===== config.mk =====
export PLATFORM = sky130hd
export DESIGN_NAME = sdr_16_port_sched
export DESIGN_NICKNAME = d
export VERILOG_FILES = /design/src/rtl/sdr_16_port_sched_pkg.sv /design/src/rtl/sdr_16_port_sched_rfr_timer.sv /design/src/rtl/sdr_16_port_sched.sv
export SDC_FILE = /design/constraint.sdc
export NUM_CORES = 1
export LEC_CHECK = 0
export ABC_CLOCK_PERIOD_IN_PS = 7030
export CORE_ASPECT_RATIO = 1.4
export CORE_MARGIN = 8
export CORE_UTILIZATION = 40
export CTS_CLUSTER_SIZE = 16
export DETAILED_ROUTE_END_ITERATION = 16
export HOLD_SLACK_MARGIN = 0.1
export PLACE_DENSITY = 0.68
export SETUP_SLACK_MARGIN = 0.3
export SYNTH_ARGS = -nofsm -noshare
export SYNTH_HDL_FRONTEND = slang
export SYNTH_SLANG_ARGS = --single-unit

===== constraint.sdc =====
create_clock -name sdram_clk -period 7.03 [get_ports sdram_clk]
set_input_delay 0.703 -clock sdram_clk [delete_from_list [all_inputs] [get_ports sdram_clk]]
set_output_delay 0.703 -clock sdram_clk [all_outputs]
set_load 0.01 [all_outputs]

===== src/rtl/sdr_16_port_sched_pkg.sv =====
// sdr_16_port_sched_pkg
//   Definitions shared by the SDRAM port scheduler and the SDRAM control FSM.
//   - sdr_cmd_e : SDRAM command encodings as {ras_n, cas_n, we_n}
//   - MAX_PORTS : widest port vector the round-robin helper handles
//   - RFR_CNT_W : width of the refresh backlog counter
//   - RFR_TMR_W : width of the refresh interval timer
//   - rr_next() : one-hot next requester in cyclic order
package sdr_16_port_sched_pkg;

  typedef enum logic [2:0] {
    CMD_LMR = 3'b000,
    CMD_RFR = 3'b001,
    CMD_PCH = 3'b010,
    CMD_ACT = 3'b011,
    CMD_WR  = 3'b100,
    CMD_RD  = 3'b101,
    CMD_NOP = 3'b111
  } sdr_cmd_e;

  localparam int MAX_PORTS = 8;
  localparam int RFR_CNT_W = 4;
  localparam int RFR_TMR_W = 16;

  // Search the first n ports cyclically, starting just after the current
  // grant. The current grant is the last candidate, so it is kept when it
  // is the only requester. With no requester at all the grant is held.
  // The search runs from the farthest candidate to the nearest one, so the
  // last hit is the closest requester.
  function automatic logic [MAX_PORTS-1:0] rr_next(
    input logic [MAX_PORTS-1:0] gnt,
    input logic [MAX_PORTS-1:0] req,
    input int                   n
  );
    logic [MAX_PORTS-1:0] res;
    int                   cur;
    int                   idx;
    res = gnt;
    cur = 0;
    idx = 0;
    for (int i = 0; i < MAX_PORTS; i++) begin
      if (gnt[i]) cur = i;
    end
    for (int k = MAX_PORTS; k >= 1; k--) begin
      if (k <= n) begin
        idx = cur + k;
        if (idx >= n) idx = idx - n;
        if (req[idx]) res = MAX_PORTS'(1) << idx;
      end
    end
    return res;
  endfunction

endpackage


===== src/rtl/sdr_16_port_sched_rfr_timer.sv =====
// sdr_rfr_timer
//   Periodic auto-refresh request generator with a bounded backlog.
//   A free-running down-counter ticks every rfr_interval cycles. Each tick
//   adds one postponed refresh, and each cmd_aref issued by the FSM removes
//   one.
//   Ports:
//     sdram_clk   in   SDRAM-domain clock
//     sdram_rst   in   synchronous active-high reset
//     cmd_aref    in   one-cycle pulse, FSM issued an auto-refresh
//     refresh_req out  backlog is non-zero
//     rfr_pending out  current refresh backlog
//     rfr_overrun out  sticky, a tick was lost at full backlog
module sdr_rfr_timer
  import sdr_16_port_sched_pkg::*;
#(
  parameter int rfr_interval    = 390,
  parameter int rfr_max_pending = 8
) (
  input  logic                 sdram_clk,
  input  logic                 sdram_rst,
  input  logic                 cmd_aref,
  output logic                 refresh_req,
  output logic [RFR_CNT_W-1:0] rfr_pending,
  output logic                 rfr_overrun
);

  localparam logic [RFR_TMR_W-1:0] TMR_LOAD = RFR_TMR_W'(rfr_interval - 1);
  localparam logic [RFR_CNT_W-1:0] PEND_MAX = RFR_CNT_W'(rfr_max_pending);

  logic [RFR_TMR_W-1:0] tmr;
  logic                 tick;

  assign tick        = (tmr == '0);
  assign refresh_req = (rfr_pending != '0);

  // A tick and a cmd_aref in the same cycle cancel out. A cmd_aref with an
  // empty backlog comes from the init sequence and is ignored.
  always_ff @(posedge sdram_clk) begin
    if (sdram_rst) begin
      tmr         <= TMR_LOAD;
      rfr_pending <= '0;
      rfr_overrun <= 1'b0;
    end else begin
      tmr <= tick ? TMR_LOAD : tmr - 1'b1;
      if (tick && !cmd_aref) begin
        if (rfr_pending == PEND_MAX) rfr_overrun <= 1'b1;
        else                         rfr_pending <= rfr_pending + 1'b1;
      end else if (cmd_aref && !tick && rfr_pending != '0) begin
        rfr_pending <= rfr_pending - 1'b1;
      end
    end
  end

endmodule


===== src/rtl/sdr_16_port_sched.sv =====
// sdr_16_port_sched
//   Shares the SDRAM control FSM between several egress FIFOs using
//   round-robin arbitration at transaction granularity. It also hosts the
//   auto-refresh request generator.
//   Ports:
//     sdram_clk   in   SDRAM-domain clock
//     sdram_rst   in   synchronous active-high reset
//     port_empty  in   per-port egress FIFO empty flags
//     port_sel    out  one-hot grant, steers the granted FIFO to the FSM
//     fifo_empty  out  empty flag of the granted port
//     state_idle  in   FSM is idle
//     fifo_rd_adr in   FSM fetches a transaction address
//     cmd_aref    in   FSM issued an auto-refresh
//     refresh_req out  refresh wanted
//     rfr_pending out  refresh backlog
//     rfr_overrun out  sticky refresh-lost flag
module sdr_16_port_sched
  import sdr_16_port_sched_pkg::*;
#(
  parameter int nr_of_ports     = 4,
  parameter int rfr_interval    = 390,
  parameter int rfr_max_pending = 8
) (
  input  logic                   sdram_clk,
  input  logic                   sdram_rst,
  input  logic [nr_of_ports-1:0] port_empty,
  output logic [nr_of_ports-1:0] port_sel,
  output logic                   fifo_empty,
  input  logic                   state_idle,
  input  logic                   fifo_rd_adr,
  input  logic                   cmd_aref,
  output logic                   refresh_req,
  output logic [3:0]             rfr_pending,
  output logic                   rfr_overrun
);

  localparam logic [nr_of_ports-1:0] GNT_RST = {{(nr_of_ports-1){1'b0}}, 1'b1};

  logic [nr_of_ports-1:0] gnt;
  logic [nr_of_ports-1:0] gnt_nxt;
  logic                   served;
  logic                   served_nxt;
  logic [MAX_PORTS-1:0]   gnt_wide;
  logic [MAX_PORTS-1:0]   req_wide;
  logic [MAX_PORTS-1:0]   rr_wide;

  assign port_sel   = gnt;
  // The grant is one-hot, so masking and OR-reducing selects the flag.
  assign fifo_empty = |(port_empty & gnt);

  always_comb begin
    gnt_wide                   = '0;
    gnt_wide[nr_of_ports-1:0]  = gnt;
    req_wide                   = '0;
    req_wide[nr_of_ports-1:0]  = ~port_empty;
    rr_wide                    = rr_next(gnt_wide, req_wide, nr_of_ports);
  end

  if (nr_of_ports < MAX_PORTS) begin : g_pad
    logic pad_unused;
    assign pad_unused = |rr_wide[MAX_PORTS-1:nr_of_ports];
  end

  // The grant only moves while the FSM is idle, so a started transaction
  // never loses its FIFO. A served port yields to the next requester. An
  // unserved empty port is skipped. An unserved non-empty port keeps the
  // grant because the FSM leaves idle on it in this very cycle.
  always_comb begin
    gnt_nxt    = gnt;
    served_nxt = served;
    if (fifo_rd_adr) served_nxt = 1'b1;
    if (state_idle) begin
      if (served) begin
        gnt_nxt    = rr_wide[nr_of_ports-1:0];
        served_nxt = 1'b0;
      end else if (fifo_empty) begin
        gnt_nxt = rr_wide[nr_of_ports-1:0];
      end
    end
  end

  always_ff @(posedge sdram_clk) begin
    if (sdram_rst) begin
      gnt    <= GNT_RST;
      served <= 1'b0;
    end else begin
      gnt    <= gnt_nxt;
      served <= served_nxt;
    end
  end

  sdr_rfr_timer #(
    .rfr_interval    (rfr_interval),
    .rfr_max_pending (rfr_max_pending)
  ) u_rfr_timer (
    .sdram_clk   (sdram_clk),
    .sdram_rst   (sdram_rst),
    .cmd_aref    (cmd_aref),
    .refresh_req (refresh_req),
    .rfr_pending (rfr_pending),
    .rfr_overrun (rfr_overrun)
  );

endmodule


After elaboration in Yosys (flattened, before gate mapping)
Cells that the tools add are included.
{"block": "totals", "reg_bits": 26, "input_bits": 9, "out_inout_bits": 11, "elab_cells": 77}
{"block": "classes", "n_addsub": 11, "n_lt_le_gt_ge": 8, "eq_ne": 2, "n_shift": 4, "muxes": 31, "n_bitwise": 2, "reduce_logical": 14}
{"cell": "2-to-1 mux 32 bit", "count": 6}
{"cell": "greater-or-equal comparator 32 x 4 -> 1 bit (second input constant)", "count": 4}
{"cell": "less-than comparator 32 x 5 -> 1 bit (second input constant)", "count": 4}
{"cell": "left shift 1 x 32 -> 4 bit (first input constant)", "count": 4}
{"cell": "subtractor 32 x 4 -> 32 bit (second input constant)", "count": 4}
{"cell": "adder 32 x 3 -> 32 bit (second input constant)", "count": 2}
{"cell": "2-to-1 mux 4 bit", "count": 9}
{"cell": "adder 32 x 2 -> 32 bit (second input constant)", "count": 1}
{"cell": "adder 32 x 4 -> 32 bit (second input constant)", "count": 1}
{"cell": "logical NOT 16 bit", "count": 1}
{"cell": "subtractor 16 x 1 -> 16 bit (second input constant)", "count": 1}
{"cell": "binary-select mux 1 bit (select 3 bit)", "count": 4}
{"cell": "2-to-1 mux 1 bit", "count": 12}
{"cell": "AND reduction 2 bit", "count": 3}
{"cell": "adder 4 x 1 -> 4 bit (second input constant)", "count": 1}
{"cell": "bitwise AND 4 bit", "count": 1}
{"cell": "== test 4 bit (second input constant)", "count": 1}
{"cell": "inverter 4 bit", "count": 1}
{"cell": "nonzero test 2 bit", "count": 2}
{"cell": "nonzero test 4 bit", "count": 1}
{"cell": "OR reduction 4 bit", "count": 1}
{"cell": "subtractor 4 x 1 -> 4 bit (second input constant)", "count": 1}
{"cell": "logical AND 1 bit", "count": 3}
{"cell": "logical NOT 1 bit", "count": 2}
{"cell": "2 further kinds", "count": 2}

Logic depth before layout (Yosys ltp)
{"block": "depth", "word_depth": 15, "ltp_mapped": 11, "ltp_nobuf": 11}

Hierarchy
A second synthesis with hierarchy kept.
{"block": "unflattened", "hier_cells": 186, "hier_area_um2": 1635.3}
{"module": "sdr_rfr_timer", "n_inst": 1, "cells_per_inst": 112, "area_each_um2": 1042.2}
{"module": "sdr_16_port_sched", "n_inst": 1, "cells_per_inst": 74, "area_each_um2": 593.1}

Worst setup path before layout
Ideal clock, no wire load.
{"block": "synth_path", "path_kind": "register to register", "startpoint": "register gnt[1], in the netlist port_sel[1]", "endpoint": "register gnt[0], in the netlist port_sel[0]", "setup_time_ns": 0.122, "t_arrival_ns": 2.782, "setup_slack_ns": 4.126, "path_stages_with_launch": 12, "path_cell_list": "dfxtp_1 > nor2b_1 > buf_2 > nor2_2 > inv_1 > ha_1 > mux2_2 > or3_1 > a21oi_1 > nor2_1 > o31a_1 > a311o_1"}
{"block": "synth_via", "elab_chain_cells": 15}
{"item": "from (decl)", "line": "sdr_16_port_sched.sv:39", "rtl": "logic [nr_of_ports-1:0] gnt;"}
{"item": "from (signal assigned)", "line": "sdr_16_port_sched.sv:87", "rtl": "gnt <= gnt_nxt;"}
{"item": "2-to-1 mux 1 bit", "line": "sdr_16_port_sched_pkg.sv:41", "rtl": "if (gnt[i]) cur = i;"}
{"item": "2-to-1 mux 32 bit (2 in series)", "line": "sdr_16_port_sched_pkg.sv:41"}
{"item": "adder 32 x 4 -> 32 bit", "line": "sdr_16_port_sched_pkg.sv:45", "rtl": "idx = cur + k;"}
{"item": "subtractor 32 x 4 -> 32 bit / greater-or-equal comparator 32 x 4 -> 1 bit (equally long branches)", "line": "sdr_16_port_sched_pkg.sv:46", "rtl": "if (idx >= n) idx = idx - n;"}
{"item": "2-to-1 mux 32 bit", "line": "sdr_16_port_sched_pkg.sv:46"}
{"item": "binary-select mux 1 bit (select 3 bit)", "line": "sdr_16_port_sched_pkg.sv:47", "rtl": "if (req[idx]) res = MAX_PORTS'(1) << idx;"}
{"item": "2-to-1 mux 1 bit (implied by the code) (2 in series)", "line": "sdr_16_port_sched_pkg.sv:47"}
{"item": "2-to-1 mux 4 bit (4 in series)", "line": "sdr_16_port_sched_pkg.sv:47"}
{"item": "2-to-1 mux 4 bit", "line": "sdr_16_port_sched.sv:76", "rtl": "end else if (fifo_empty) begin"}
{"item": "2-to-1 mux 4 bit", "line": "sdr_16_port_sched.sv:73", "rtl": "if (served) begin"}
Parallel ways exist; a longest one is shown, timed or not. The select of a mux whose other input is x is not followed.
A chain may end at the register's enable or synchronous reset.

Worst setup path in the final report
{"block": "layout_path", "startpoint": "register gnt[2], in the netlist port_sel[2]", "endpoint": "register gnt[0], in the netlist port_sel[0]"}
{"block": "layout_via", "elab_chain_cells": 14}
{"item": "2-to-1 mux 32 bit (2 in series)", "line": "sdr_16_port_sched_pkg.sv:41"}
{"item": "adder 32 x 4 -> 32 bit", "line": "sdr_16_port_sched_pkg.sv:45"}
{"item": "subtractor 32 x 4 -> 32 bit / greater-or-equal comparator 32 x 4 -> 1 bit (equally long branches)", "line": "sdr_16_port_sched_pkg.sv:46"}
{"item": "2-to-1 mux 32 bit", "line": "sdr_16_port_sched_pkg.sv:46"}
{"item": "binary-select mux 1 bit (select 3 bit)", "line": "sdr_16_port_sched_pkg.sv:47"}
{"item": "2-to-1 mux 1 bit (implied by the code) (2 in series)", "line": "sdr_16_port_sched_pkg.sv:47"}
{"item": "2-to-1 mux 4 bit (4 in series)", "line": "sdr_16_port_sched_pkg.sv:47"}
{"item": "2-to-1 mux 4 bit", "line": "sdr_16_port_sched.sv:76"}
{"item": "2-to-1 mux 4 bit", "line": "sdr_16_port_sched.sv:73"}
Parallel ways exist; a longest one is shown, timed or not. The select of a mux whose other input is x is not followed.

==> impl_metrics.csv <==
group,metric,value,unit
cts,cts-resized-gates,0,
cts,clock_sinks,26,
timing,slew_violations,0,
yosys,synthesis.area,0.00161,mm^2
worst_hold_path,holdCritStartpoint,"u_rfr_timer.tmr[0]",
setup_path,reg2reg_to,"port_sel[0]",
grt,grt_pass1_wl,5.75,mm
timing,whs,0.438,ns
place,io_buffers,19,
yosys,syn_inst,187,
routing,wl_per_cell,13.7,um
layout,antenna_cells,0,
die,placementRows,27,
die,io_pins,20,
yosys,async_flop_share,0,
timing,fin_crit_sh,0.446,
place,gp_congestion,0.867,
cts,worstSkewPairLatency,0.27,ns
run,cap_viol_max_count,0,
cts,htreeDepth,1,
routing,drt_iter0_markers,104,
setup_path,end_kind,"flop",
die,die_x,69.6,um
cts,post-cts-setup-buffers,0,
die,dieArea,0.00634,mm^2
timing,setup_viol,0,
routing,drt_pass1_iterations,4,
layout,fin_nets,221,
power_and_ir_drop,powerDensity,413,mW/mm^2
cts,cts.clk_slew.worst_paths,0.08,ns
die,start_util,0.414,
worst_hold_path,min_delay_worst_endpoint,"u_rfr_timer.tmr[0]",
grt,grt.overflow.total,0,
timing,maxSlewHeadroom,0.482,
place,hpwl,2.55,mm
cts,cts_buffers,3,
grt,grt_use_total,0.105,
routing,dr_total_vias,1397,
layout,final.fill_count,379,
yosys,ys_ff_latch,26,
power_and_ir_drop,p_leak,0.738,nW
timing,hold_viol_final,0,
routing,drc,0,
layout,syn_to_final_growth,16.0,%
worst_hold_path,hold_path.class,"flop to flop",
yosys,synth_edf_count,0,
setup_path,rr_startpoint,"port_sel[2]",
cts,cts_hold_buf,0,
die,die_y,91.1,um
setup_path,r2r.worst_path.cells,10,
setup_path,path_class,"flop to flop",
grt,grt_pass1_vias,1351,
grt,antenna_found_initial,0,
layout,multi_input_area,0.00102,mm^2
worst_hold_path,whs_path_depth,1,
setup_path,arrival,3.29,ns
setup_path,reg2reg_slack,3.90,ns
cts,root_buffer,"clkbuf_8",
setup_path,start_kind,"flop",
timing,period_needed,3.13,ns
yosys,ys_types,52,
routing,drt-total-wl,3.35,mm
routing,vias_per_cell,5.70,
cts,cts_tree,"built",
yosys,yosysSeqAreaShare,0.323,
timing,fmax,319,MHz
yosys,yosysWarnings,0,
cts,cts_buffer_depth,2,
run_status,status,"finished clean",
die,core-area,0.00388,mm^2
yosys,avgSynthCellArea,8.61,um^2
timing,skew,0.00534,ns
power_and_ir_drop,ir_drop,0.000244,V
timing,worstMarginPinSlew,0.757,ns
layout,drive_above_1_share,0.0891,
timing,tns,0,ns
grt,grt_max_degree,18,
yosys,synth-main-ff-cell,"dfxtp_1",
layout,regArea,520,um^2
setup_path,path_max_fanout,9,
routing,ant_nets,0,
yosys,synth.net_count,204,
setup_path,worstPathRequired,7.19,ns
timing,rsz0062_at_grt,"false",
==> final cells by class <==
class | instances | area share
clock buffer | 3 | 0.0221
inverter | 12 | 0.0241
multi-input combinational | 142 | 0.545
sequential | 26 | 0.279
tap | 43 | 0.0288
timing repair buffer | 19 | 0.102
==> power breakdown <==
part	switching (mW)	total (mW)	internal, mW	leakage [nW]
registers	0.0397	0.210	0.170	0.212
clock network	0.0429	0.0813	0.0384	0.0216
logic	0.249	0.480	0.231	0.505
total	0.332	0.771	0.440	0.738
==> worst max path at each step <==
stage / startpoint / end / slack [ns]
3_5_place_dp: port_sel[2] / port_sel[2] / 3.92
6_report: port_sel[2] / port_sel[0] / 3.90
5_1_grt: port_sel[2] / port_sel[2] / 3.70
3_3_place_gp: port_sel[2] / port_sel[0] / 3.99
2_1_floorplan: port_sel[1] / port_sel[0] / 4.13
4_1_cts: port_sel[2] / port_sel[2] / 3.91
==> cells in the mapped netlist (3+ instances only) <==
library cell	number	share of area
inv_1	12	0.028
clkbuf_1	6	0.014
o21ai_0	6	0.019
mux2_2	3	0.021
nor2b_1	3	0.012
dfxtp_1	26	0.32
xor2_1	4	0.022
nand2_1	10	0.023
nor3_1	6	0.019
a31oi_1	3	0.012
nand2b_1	5	0.019
nor2_1	22	0.051
o21a_1	3	0.014
xnor2_1	9	0.049
ha_1	7	0.054
o32ai_1	4	0.022
or3_1	4	0.016
mux2i_1	3	0.019
a21oi_1	9	0.028
or4_4	3	0.021
==> worst max-delay path, cell delays in order (launching register included) <==
cell	delay (ns)
dfxtp_1	0.50
nor2b_1	0.20
nor2_2	0.32
inv_1	0.13
ha_1	0.35
mux2_2	0.36
or3_1	0.30
a21oi_1	0.17
nor2_1	0.08
o31a_1	0.27
a311o_1	0.34
==> routing by layer <==
layer,vias to the layer above,track usage,routed length [um]
met3,9,0.0229,204
met1,646,0.108,1340
met5,-,0,0
li1,700,-,-
met4,0,0.0571,76
met2,42,0.191,1730
==> registers in the layout, indices dropped and copies added (netlist names) <==
name	count
u_rfr_timer.rfr_pending	4
port_sel	4
served	1
u_rfr_timer.tmr	16
u_rfr_timer.rfr_overrun	1
==> placed cells by master (no fill, tap or decap), types with 2 or more instances in the layout <==
cell type and instances:
o31a_1 2, nand3_1 2, o32ai_1 4, nor3b_1 2, xor2_1 4, o21a_1 3
nand2b_1 5, or4_4 3, a31oi_1 3, nor2_1 22, clkdlybuf4s50_1 19, a21oi_1 9
and2_0 2, nand2_1 10, mux2_2 3, nor4_2 2, o21ai_0 6, nor3_1 6
xnor2_1 9, ha_1 7, mux2i_1 3, dfxtp_1 26, a22oi_1 2, nor2b_1 3
inv_1 12, or3_1 4, clkbuf_8 3, nor4_1 2
==> cells by family after synthesis <==
kind of cell | count (synthesis) | synth area share
simple gates | 70 | 0.246
compound gates | 43 | 0.186
flops | 26 | 0.323
buf+inv | 19 | 0.0451
xor+xnor | 13 | 0.0707
mux | 8 | 0.0622
fa+ha+maj | 8 | 0.0668
==> metrics by stage <==
stage	setup slack, ns	utilization	total power, mW	instance area, um^2	cells
after CTS	3.91	0.481	0.775	1870	245
after global placement	3.99	0.470	0.692	1830	242
after floorplan	4.13	-	0.558	1610	187
after detailed placement	3.92	0.470	0.691	1830	242
after global routing	3.70	0.481	0.839	1870	245
final	3.90	0.481	0.771	1870	245
Note: power is estimated with default switching activity, not from simulation.
